$ cat src/rtl/fixed_requant_pkg.sv
// Fixed-point requantisation helpers: tensor depth and
// per-lane round-half-up / saturate on a wide signed value.
package fixed_requant_pkg;

  typedef struct packed {
    logic               sat;
    logic signed [63:0] val;
  } rs_t;

  function automatic int calc_depth(
    input int d0,
    input int p0,
    input int d1,
    input int p1
  );
    return ((d0 + p0 - 1) / p0) * ((d1 + p1 - 1) / p1);
  endfunction

  // 64-bit working width so neither the rounding add nor
  // a left shift can wrap for any practical lane width.
  function automatic rs_t round_sat(
    input logic signed [63:0] x,
    input int                 sh,
    input int                 ow
  );
    rs_t                r;
    logic signed [63:0] t;
    logic signed [63:0] hi;
    logic signed [63:0] lo;
    if (sh > 0)
      t = (x + (64'sd1 <<< (sh - 1))) >>> sh;
    else
      t = x <<< (-sh);
    hi = (64'sd1 <<< (ow - 1)) - 64'sd1;
    lo = -(64'sd1 <<< (ow - 1));
    r.sat = (t > hi) || (t < lo);
    if (t > hi)
      r.val = hi;
    else if (t < lo)
      r.val = lo;
    else
      r.val = t;
    return r;
  endfunction

endpackage

$ cat src/rtl/fixed_round_sat.sv
// One-lane combinational requantiser.
// din: IN_W-bit signed; dout: OUT_W-bit signed; sat: clipped.
module fixed_round_sat
  import fixed_requant_pkg::*;
#(
  parameter int IN_W  = 16,
  parameter int IN_F  = 8,
  parameter int OUT_W = 8,
  parameter int OUT_F = 4
) (
  input  logic [IN_W-1:0]  din,
  output logic [OUT_W-1:0] dout,
  output logic             sat
);

  localparam int SH = IN_F - OUT_F;

  logic signed [63:0] x;
  rs_t                r;
  logic               unused_hi;

  always_comb begin
    x    = 64'(signed'(din));
    r    = round_sat(x, SH, OUT_W);
    dout = r.val[OUT_W-1:0];
    sat  = r.sat;
  end

  assign unused_hi = ^r.val[63:OUT_W];

endmodule

$ cat src/rtl/fixed_requant_stage.sv
// Requantise stage: P lanes, 1-cycle latency, skid buffer,
// beat counter with last, sticky per-tensor sat_flag.
module fixed_requant_stage
  import fixed_requant_pkg::*;
#(
  parameter int DATA_IN_0_PRECISION_0       = 16,
  parameter int DATA_IN_0_PRECISION_1       = 8,
  parameter int DATA_IN_0_TENSOR_SIZE_DIM_0 = 10,
  parameter int DATA_IN_0_TENSOR_SIZE_DIM_1 = 1,
  parameter int DATA_IN_0_PARALLELISM_DIM_0 = 1,
  parameter int DATA_IN_0_PARALLELISM_DIM_1 = 1,
  parameter int DATA_OUT_0_PRECISION_0      = 8,
  parameter int DATA_OUT_0_PRECISION_1      = 4,
  localparam int P =
    DATA_IN_0_PARALLELISM_DIM_0 *
    DATA_IN_0_PARALLELISM_DIM_1,
  localparam int IW = DATA_IN_0_PRECISION_0,
  localparam int OW = DATA_OUT_0_PRECISION_0
) (
  input  logic          clk,
  input  logic          rst,
  input  logic [IW-1:0] data_in_0 [P],
  input  logic          data_in_0_valid,
  output logic          data_in_0_ready,
  output logic [OW-1:0] data_out_0 [P],
  output logic          data_out_0_valid,
  input  logic          data_out_0_ready,
  output logic          data_out_0_last,
  output logic          sat_flag
);

  localparam int DEPTH = calc_depth(
    DATA_IN_0_TENSOR_SIZE_DIM_0,
    DATA_IN_0_PARALLELISM_DIM_0,
    DATA_IN_0_TENSOR_SIZE_DIM_1,
    DATA_IN_0_PARALLELISM_DIM_1);
  localparam int CW = (DEPTH > 1) ? $clog2(DEPTH) : 1;
  localparam logic [CW-1:0] LAST_IDX = CW'(DEPTH - 1);

  logic [OW-1:0] rq [P];
  logic [P-1:0]  rq_sat;

  for (genvar g = 0; g < P; g++) begin : g_lane
    fixed_round_sat #(
      .IN_W  (IW),
      .IN_F  (DATA_IN_0_PRECISION_1),
      .OUT_W (OW),
      .OUT_F (DATA_OUT_0_PRECISION_1)
    ) u_rs (
      .din  (data_in_0[g]),
      .dout (rq[g]),
      .sat  (rq_sat[g])
    );
  end

  logic [OW-1:0] main_d [P];
  logic [OW-1:0] skid_d [P];
  logic          main_v;
  logic          skid_v;
  logic          main_s;
  logic          skid_s;
  logic          rdy_q;
  logic          sat_q;
  logic [CW-1:0] cnt;

  logic in_fire;
  logic out_fire;
  logic last_beat;
  logic main_v_n;
  logic skid_v_n;
  logic ld_main;
  logic ld_skid;
  logic from_skid;

  assign in_fire   = data_in_0_valid && rdy_q;
  assign out_fire  = main_v && data_out_0_ready;
  assign last_beat = (cnt == LAST_IDX);

  // rdy_q tracks !skid_v, so a beat is only accepted
  // while the skid slot is free.
  always_comb begin
    main_v_n  = main_v;
    skid_v_n  = skid_v;
    ld_main   = 1'b0;
    ld_skid   = 1'b0;
    from_skid = 1'b0;
    if (skid_v) begin
      if (out_fire) begin
        from_skid = 1'b1;
        skid_v_n  = 1'b0;
      end
    end else if (in_fire) begin
      if (!main_v || out_fire) begin
        ld_main  = 1'b1;
        main_v_n = 1'b1;
      end else begin
        ld_skid  = 1'b1;
        skid_v_n = 1'b1;
      end
    end else if (out_fire) begin
      main_v_n = 1'b0;
    end
  end

  always_ff @(posedge clk) begin
    if (!rst) begin
      main_v <= 1'b0;
      skid_v <= 1'b0;
      main_s <= 1'b0;
      skid_s <= 1'b0;
      rdy_q  <= 1'b0;
      sat_q  <= 1'b0;
      cnt    <= '0;
      for (int i = 0; i < P; i++) begin
        main_d[i] <= '0;
        skid_d[i] <= '0;
      end
    end else begin
      main_v <= main_v_n;
      skid_v <= skid_v_n;
      rdy_q  <= !skid_v_n;
      if (from_skid) begin
        main_d <= skid_d;
        main_s <= skid_s;
      end else if (ld_main) begin
        main_d <= rq;
        main_s <= |rq_sat;
      end
      if (ld_skid) begin
        skid_d <= rq;
        skid_s <= |rq_sat;
      end
      if (out_fire) begin
        cnt   <= last_beat ? '0 : cnt + CW'(1);
        sat_q <= last_beat ? 1'b0 : (sat_q | main_s);
      end
    end
  end

  // The presented beat's own saturation is folded in so
  // the flag covers the beat that caused it.
  assign data_out_0       = main_d;
  assign data_out_0_valid = main_v;
  assign data_in_0_ready  = rdy_q;
  assign data_out_0_last  = main_v && last_beat;
  assign sat_flag         = sat_q | (main_v & main_s);

endmodule

$ cat config.mk
export PLATFORM = sky130hd
export DESIGN_NAME = fixed_requant_stage
export DESIGN_NICKNAME = d
export VERILOG_FILES = /design/src/rtl/fixed_requant_pkg.sv /design/src/rtl/fixed_round_sat.sv /design/src/rtl/fixed_requant_stage.sv
export SDC_FILE = /design/constraint.sdc
export NUM_CORES = 1
export LEC_CHECK = 0
export CAP_MARGIN = 15
export CORE_MARGIN = 3
export CORE_UTILIZATION = 45
export DETAILED_ROUTE_END_ITERATION = 16
export PLACE_DENSITY_LB_ADDON = 0.25
export SLEW_MARGIN = 30
export SYNTH_ARGS = -nofsm -noshare
export SYNTH_HDL_FRONTEND = slang
export SYNTH_SLANG_ARGS = --single-unit
$ cat constraint.sdc
create_clock -name clk -period 1.7 [get_ports clk]
set_clock_uncertainty 0.15 [all_clocks]
set_input_delay 0.17 -clock clk [delete_from_list [all_inputs] [get_ports clk]]
set_output_delay 0.17 -clock clk [all_outputs]
set_load 0.02 [all_outputs]
Word-level counts from Yosys, hierarchy flattened
Index checks and enable logic that the tools add are counted.
{"block": "word_totals", "reg_bits": 26, "inputBits": 20, "out_inout_bits": 12}
{"block": "op_classes", "addsub": 2, "n_lt_le_gt_ge": 2, "n_eq_ne": 2, "n_mux": 21, "bitwise": 4, "reduce_logical": 10}
{"op": "8-bit two-way mux", "n": 4}
{"op": "16-bit by 5-bit adder with 17-bit output (second input constant)", "n": 1}
{"op": "1-bit two-way mux", "n": 16}
{"op": "13-bit by 8-bit greater-than comparator with 1-bit output (second input constant)", "n": 1}
{"op": "13-bit by 8-bit < comparator with 1-bit output (second input constant)", "n": 1}
{"op": "4-bit by 1-bit adder with 4-bit output (second input constant)", "n": 1}
{"op": "4-bit equality test (second input constant)", "n": 1}
{"op": "4-bit two-way mux", "n": 1}
{"op": "2-bit nonzero test", "n": 2}
{"op": "1-bit logical AND", "n": 3}
{"op": "3-bit AND reduction", "n": 1}
{"op": "1-bit logical NOT", "n": 2}
{"op": "1-bit logical OR", "n": 2}
{"op": "2-bit by 1-bit != test with 1-bit output (second input constant)", "n": 1}
{"op": "1-bit bitwise OR", "n": 2}
{"op": "1-bit bitwise AND", "n": 1}
{"op": "1-bit NOT", "n": 1}

Logic depth before layout (Yosys ltp)
{"block": "depth", "depth_word": 7, "depth_mapped": 8}

Cells and area by module
Synthesis repeated with hierarchy kept, for this count alone.
{"block": "unflattened", "cells_unflattened": 172, "hier_area_um2": 1517.7}
{"mod": "fixed_requant_stage", "instances": 1, "cells_each": 130, "area_each_um2": 1203.7, "seq_area_each_um2": 520.5}
{"mod": "fixed_round_sat", "instances": 1, "cells_each": 42, "area_each_um2": 314.1, "seq_area_each_um2": 0.0}

Worst setup path before layout
OpenSTA, ideal clock, no wires.
{"block": "synth_timing", "path_kind": "register to register", "startpoint": "reg rdy_q, in the netlist data_in_0_ready", "endpoint": "reg main_d (netlist bit data_out_0[2])", "setup_ns": 0.117, "t_arrival_ns": 1.586, "required_time_ns": 1.433, "path_slack_ns": -0.153, "path_stages_with_launch": 7, "cell_sequence": "dfxtp_1 > nand2_1 > or2_2 > nor2_1 > nor2_1 > a22o_1 > a22o_1"}
{"block": "synth_via", "elab_chain_cells": 4}
{"element": "from (decl)", "line_no": "fixed_requant_stage.sv:62", "source": "logic rdy_q;"}
{"element": "from (signal assigned)", "line_no": "fixed_requant_stage.sv:121", "source": "rdy_q <= !skid_v_n;"}
{"element": "1-bit logical AND", "line_no": "fixed_requant_stage.sv:75", "source": "assign in_fire = data_in_0_valid && rdy_q;"}
{"element": "1-bit two-way mux", "line_no": "fixed_requant_stage.sv:92", "source": "end else if (in_fire) begin"}
{"element": "1-bit two-way mux", "line_no": "fixed_requant_stage.sv:87", "source": "if (skid_v) begin"}
{"element": "2-bit nonzero test (no line)"}
{"element": "to (signal assigned)", "line_no": "fixed_requant_stage.sv:123", "source": "main_d <= skid_d;"}
{"element": "to (signal assigned)", "line_no": "fixed_requant_stage.sv:126", "source": "main_d <= rq;"}
{"element": "to (decl)", "line_no": "fixed_requant_stage.sv:56", "source": "logic [OW-1:0] main_d [P];"}
No other way between the ends.
A chain may end at the register's enable or synchronous reset.

Worst setup path in the final report
{"block": "layout_timing", "startpoint": "in data_in_0[4] (netlist name)", "endpoint": "reg skid_d[6] (netlist name)"}
{"block": "layout_via", "elab_chain_cells": 4}
{"element": "from (decl)", "line_no": "fixed_requant_stage.sv:22", "source": "input logic [IW-1:0] data_in_0 [P],"}
{"element": "16-bit by 5-bit adder with 17-bit output *", "line_no": "fixed_requant_pkg.sv:31", "source": "t = (x + (64'sd1 <<< (sh - 1))) >>> sh;"}
{"element": "13-bit by 8-bit < comparator with 1-bit output", "line_no": "fixed_requant_pkg.sv:39", "source": "else if (t < lo)"}
{"element": "8-bit two-way mux", "line_no": "fixed_requant_pkg.sv:39"}
{"element": "8-bit two-way mux *", "line_no": "fixed_requant_pkg.sv:37", "source": "if (t > hi)"}
{"element": "to (signal assigned)", "line_no": "fixed_requant_stage.sv:130", "source": "skid_d <= rq;"}
{"element": "to (decl)", "line_no": "fixed_requant_stage.sv:57", "source": "logic [OW-1:0] skid_d [P];"}
Mark *: on every way between the ends. The rest lies on a longest branch, timed or not.

==> out/results.txt <==
CP Capture Type: flip-flop
Yosys reg bits: 26
Final Slew Violations: 0
main flop type after synthesis: dfxtp_1
Final nets: 259
number of global-route vias before repair: 1486
fmax: 601 MHz
WP data arrival: 1.74 ns
Post-CTS Hold Buffers: 0
initial antenna violation count: 0
count of warnings emitted by yosys: 0
Async S/R FF share, synth: 0
Avg WL per Cell: 14.1 um
Post-Syn Instances: 176
# H-tree levels: 1
drt first pass iters: 4
final setup violation count: 0
Design Area, Final: 2080 um^2
vias per cell: 5.48
Longest Clk Path Bufs: 2
total CTS buffers: 3
leakage: 0.895 nW
Die W: 62.1 um
first-pass GRT wire length: 6.56 mm
outcome: finished clean
Die ar.: 3860 um^2
multi-input logic area: 886 um^2
total track usage: 0.202
slew of the pin with the lowest slew margin: 0.374 ns
vias: 1528
largest net degree at the start of global routing: 16
period utilization: 0.980
initial core utilization: 0.493
crit path kind: input pin to flip-flop
clock slew at reported path FFs: 0.14 ns
Ports: 32
CTS tree: yes
Hold Path Class: input pin to flip-flop
EDFF count, synth: 0
final wirelength: 3.92 mm
hold path cells: 5
PD cells: 643 nW/um^2
row cnt: 19
HPWL Detailed: 3.01 mm
synthesis-to-finish area growth: 46.5%
Overall Power: 1.34 mW
n_diodes: 0
register area: 524 um^2
Hold Fails Final Rpt: 0
Filler Cells Inserted: 229
maximum vdd ir drop: 0.637 mV
cell accounting for the most synthesized area: dfxtp_1
Num Clock Sinks: 26
Synth area leaders: dfxtp_1 37%, nand2_1 7.7%, o21ai_0 6.4%, a22o_1 4.3%, a31oi_1 3.1%
grt total ovfl: 0
post-layout min period: 1.67 ns
average footprint of a synthesized cell: 8.05 um^2
RR Startpoint: data_out_0_valid$_SDFFE_PN0P_
Worst EP required: 1.77 ns
Startpoint Class: input pin
Root Driver: clkbuf_4
Syn Std Cell Area: 1420 um^2
DRC Markers: 0
Hold Startpoint: data_in_0[9]
DRT antenna net count: 0
commonest cells in the netlist: 29 x nand2_1, 26 x dfxtp_1, 18 x o21ai_0, 9 x nor2_1
top cell type's share of synthesized area: 0.367
setup tns final: 0 ns
DP Area: 2000 um^2
cell with the most instances after synthesis: nand2_1
sequential area share after synthesis: 0.367
max_slew headroom: 0.750
Skew-Pair Late Insertion Delay: 0.31 ns
share of cells above drive strength 1: 0.266
Synth Net Count: 197
initial drt markers: 59
die outline height: 62.1 um
Max-Cap Viols: 0
Critical Path Start: data_in_0[4]
GP Congestion: 0.807
crit path max fanout: 5
core footprint: 2880 um^2
worst reg2reg path depth: 6
unrepaired setup endpoints after global routing: yes
Port Buffer Count: 28
post-synth cell types: 40
## logic make-up (layout without fill, tap and decap cells)
| group | count (synthesis) | after routing | share of synthesized area |
|---|---|---|---|
| DFF | 26 | 26 | 0.367 |
| buffers and inverters | 12 | 73 | 0.0353 |
| adders and majority gates | 1 | 1 | 0.00882 |
| and+or+nand+nor | 76 | 76 | 0.276 |
| xor gates and xnor gates | 10 | 10 | 0.0618 |
| muxes | 2 | 2 | 0.0141 |
| AOI/OAI and AO/OA | 49 | 49 | 0.237 |
## path summary, 6_finish.rpt
| check | end | slack, ns |
|---|---|---|
| worst max-delay path | skid_d[6]$_SDFFE_PN0P_ | 0.03 |
| worst min-delay path | skid_d[5]$_SDFFE_PN0P_ | 0.31 |
| worst max register to register | data_out_0[0]$_SDFFE_PN0P_ | 0.13 |
| worst min register to register | cnt[3]$_SDFFE_PN0P_ | 0.38 |
## layout by cell type, fill, tap and decap left out, types with 2 or more instances in the layout
cell	netlist	routed
a21boi_0	2	2
a21oi_1	3	3
a22o_1	7	7
a31oi_1	7	7
a32o_1	3	3
and2_1	6	6
and3_1	3	2
and3_4	1	2
buf_4	1	36
clkbuf_4	0	3
clkdlybuf4s50_1	0	12
dfxtp_1	26	23
dfxtp_2	0	3
dlygate4sd2_1	0	10
dlymetal6s2s_1	0	4
inv_1	5	5
mux2i_1	2	2
nand2_1	29	29
nand2b_1	2	2
nand3_1	6	6
nand4_1	5	5
nor2_1	9	7
nor2b_1	4	2
nor2b_2	0	2
o21ai_0	18	17
o21ai_1	2	2
o21ai_2	1	2
xnor2_1	5	5
xor2_1	5	5
## report_power, final
| group | total (mW) | internal, mW | switching (mW) | leakage [nW] |
|---|---|---|---|---|
| logic | 0.276 | 0.141 | 0.135 | 0.655 |
| clock network | 0.420 | 0.238 | 0.182 | 0.0279 |
| registers | 0.641 | 0.629 | 0.0117 | 0.212 |
## per-layer routing
layer  part of all wire  wire length (um)  global-route usage  vias to the layer above
li1                   -                 -                   -                      752
met1               0.43              1680               0.253                      719
met3              0.047               184              0.0378                       10
met4              0.017                65              0.0470                        0
met2               0.51              1990               0.358                       47
met5                  0                 0                   0                        -
## worst max-delay path, stage by stage
cell and delay [ns]:
dlygate4sd2_1 0.25, ha_2 0.20, and2_4 0.17, o211ai_2 0.07
a211o_1 0.27, a31o_4 0.23, and3_4 0.18, a32o_1 0.20
## cell type report
type | count | area share
Clock buffer | 3 | 0.0108
Clock inverter | 1 | 0.0145
Inverter | 5 | 0.00904
Multi-Input combinational cell | 138 | 0.427
Sequential cell | 26 | 0.252
Tap cell | 42 | 0.0253
Timing Repair Buffer | 64 | 0.261
## flip-flops by register name, indices dropped and copies added, names as in the netlist
signal and count:
cnt 4, data_in_0_ready 1, data_out_0 8, data_out_0_valid 1
main_s 1, sat_q 1, skid_d 8, skid_s 1
skid_v 1
## stage by stage
stage          instances  hold slack (ns)  setup WS [ns]   util
2_1_floorplan        176            0.172         0.0139      -
3_3_place_gp         274            0.339         -0.510  0.694
3_5_place_dp         274            0.350         -0.556  0.694
4_1_cts              279            0.302        0.00487  0.715
5_1_grt              279            0.293        -0.0120  0.722
6_report             279            0.312         0.0348  0.722
## what timing repair did
action	CTS	global route
gates resized for setup	17	12
setup endpoints to repair	21	17
pin swaps	5	0
setup buffers	1	0
(Power assumes the default switching activity.)
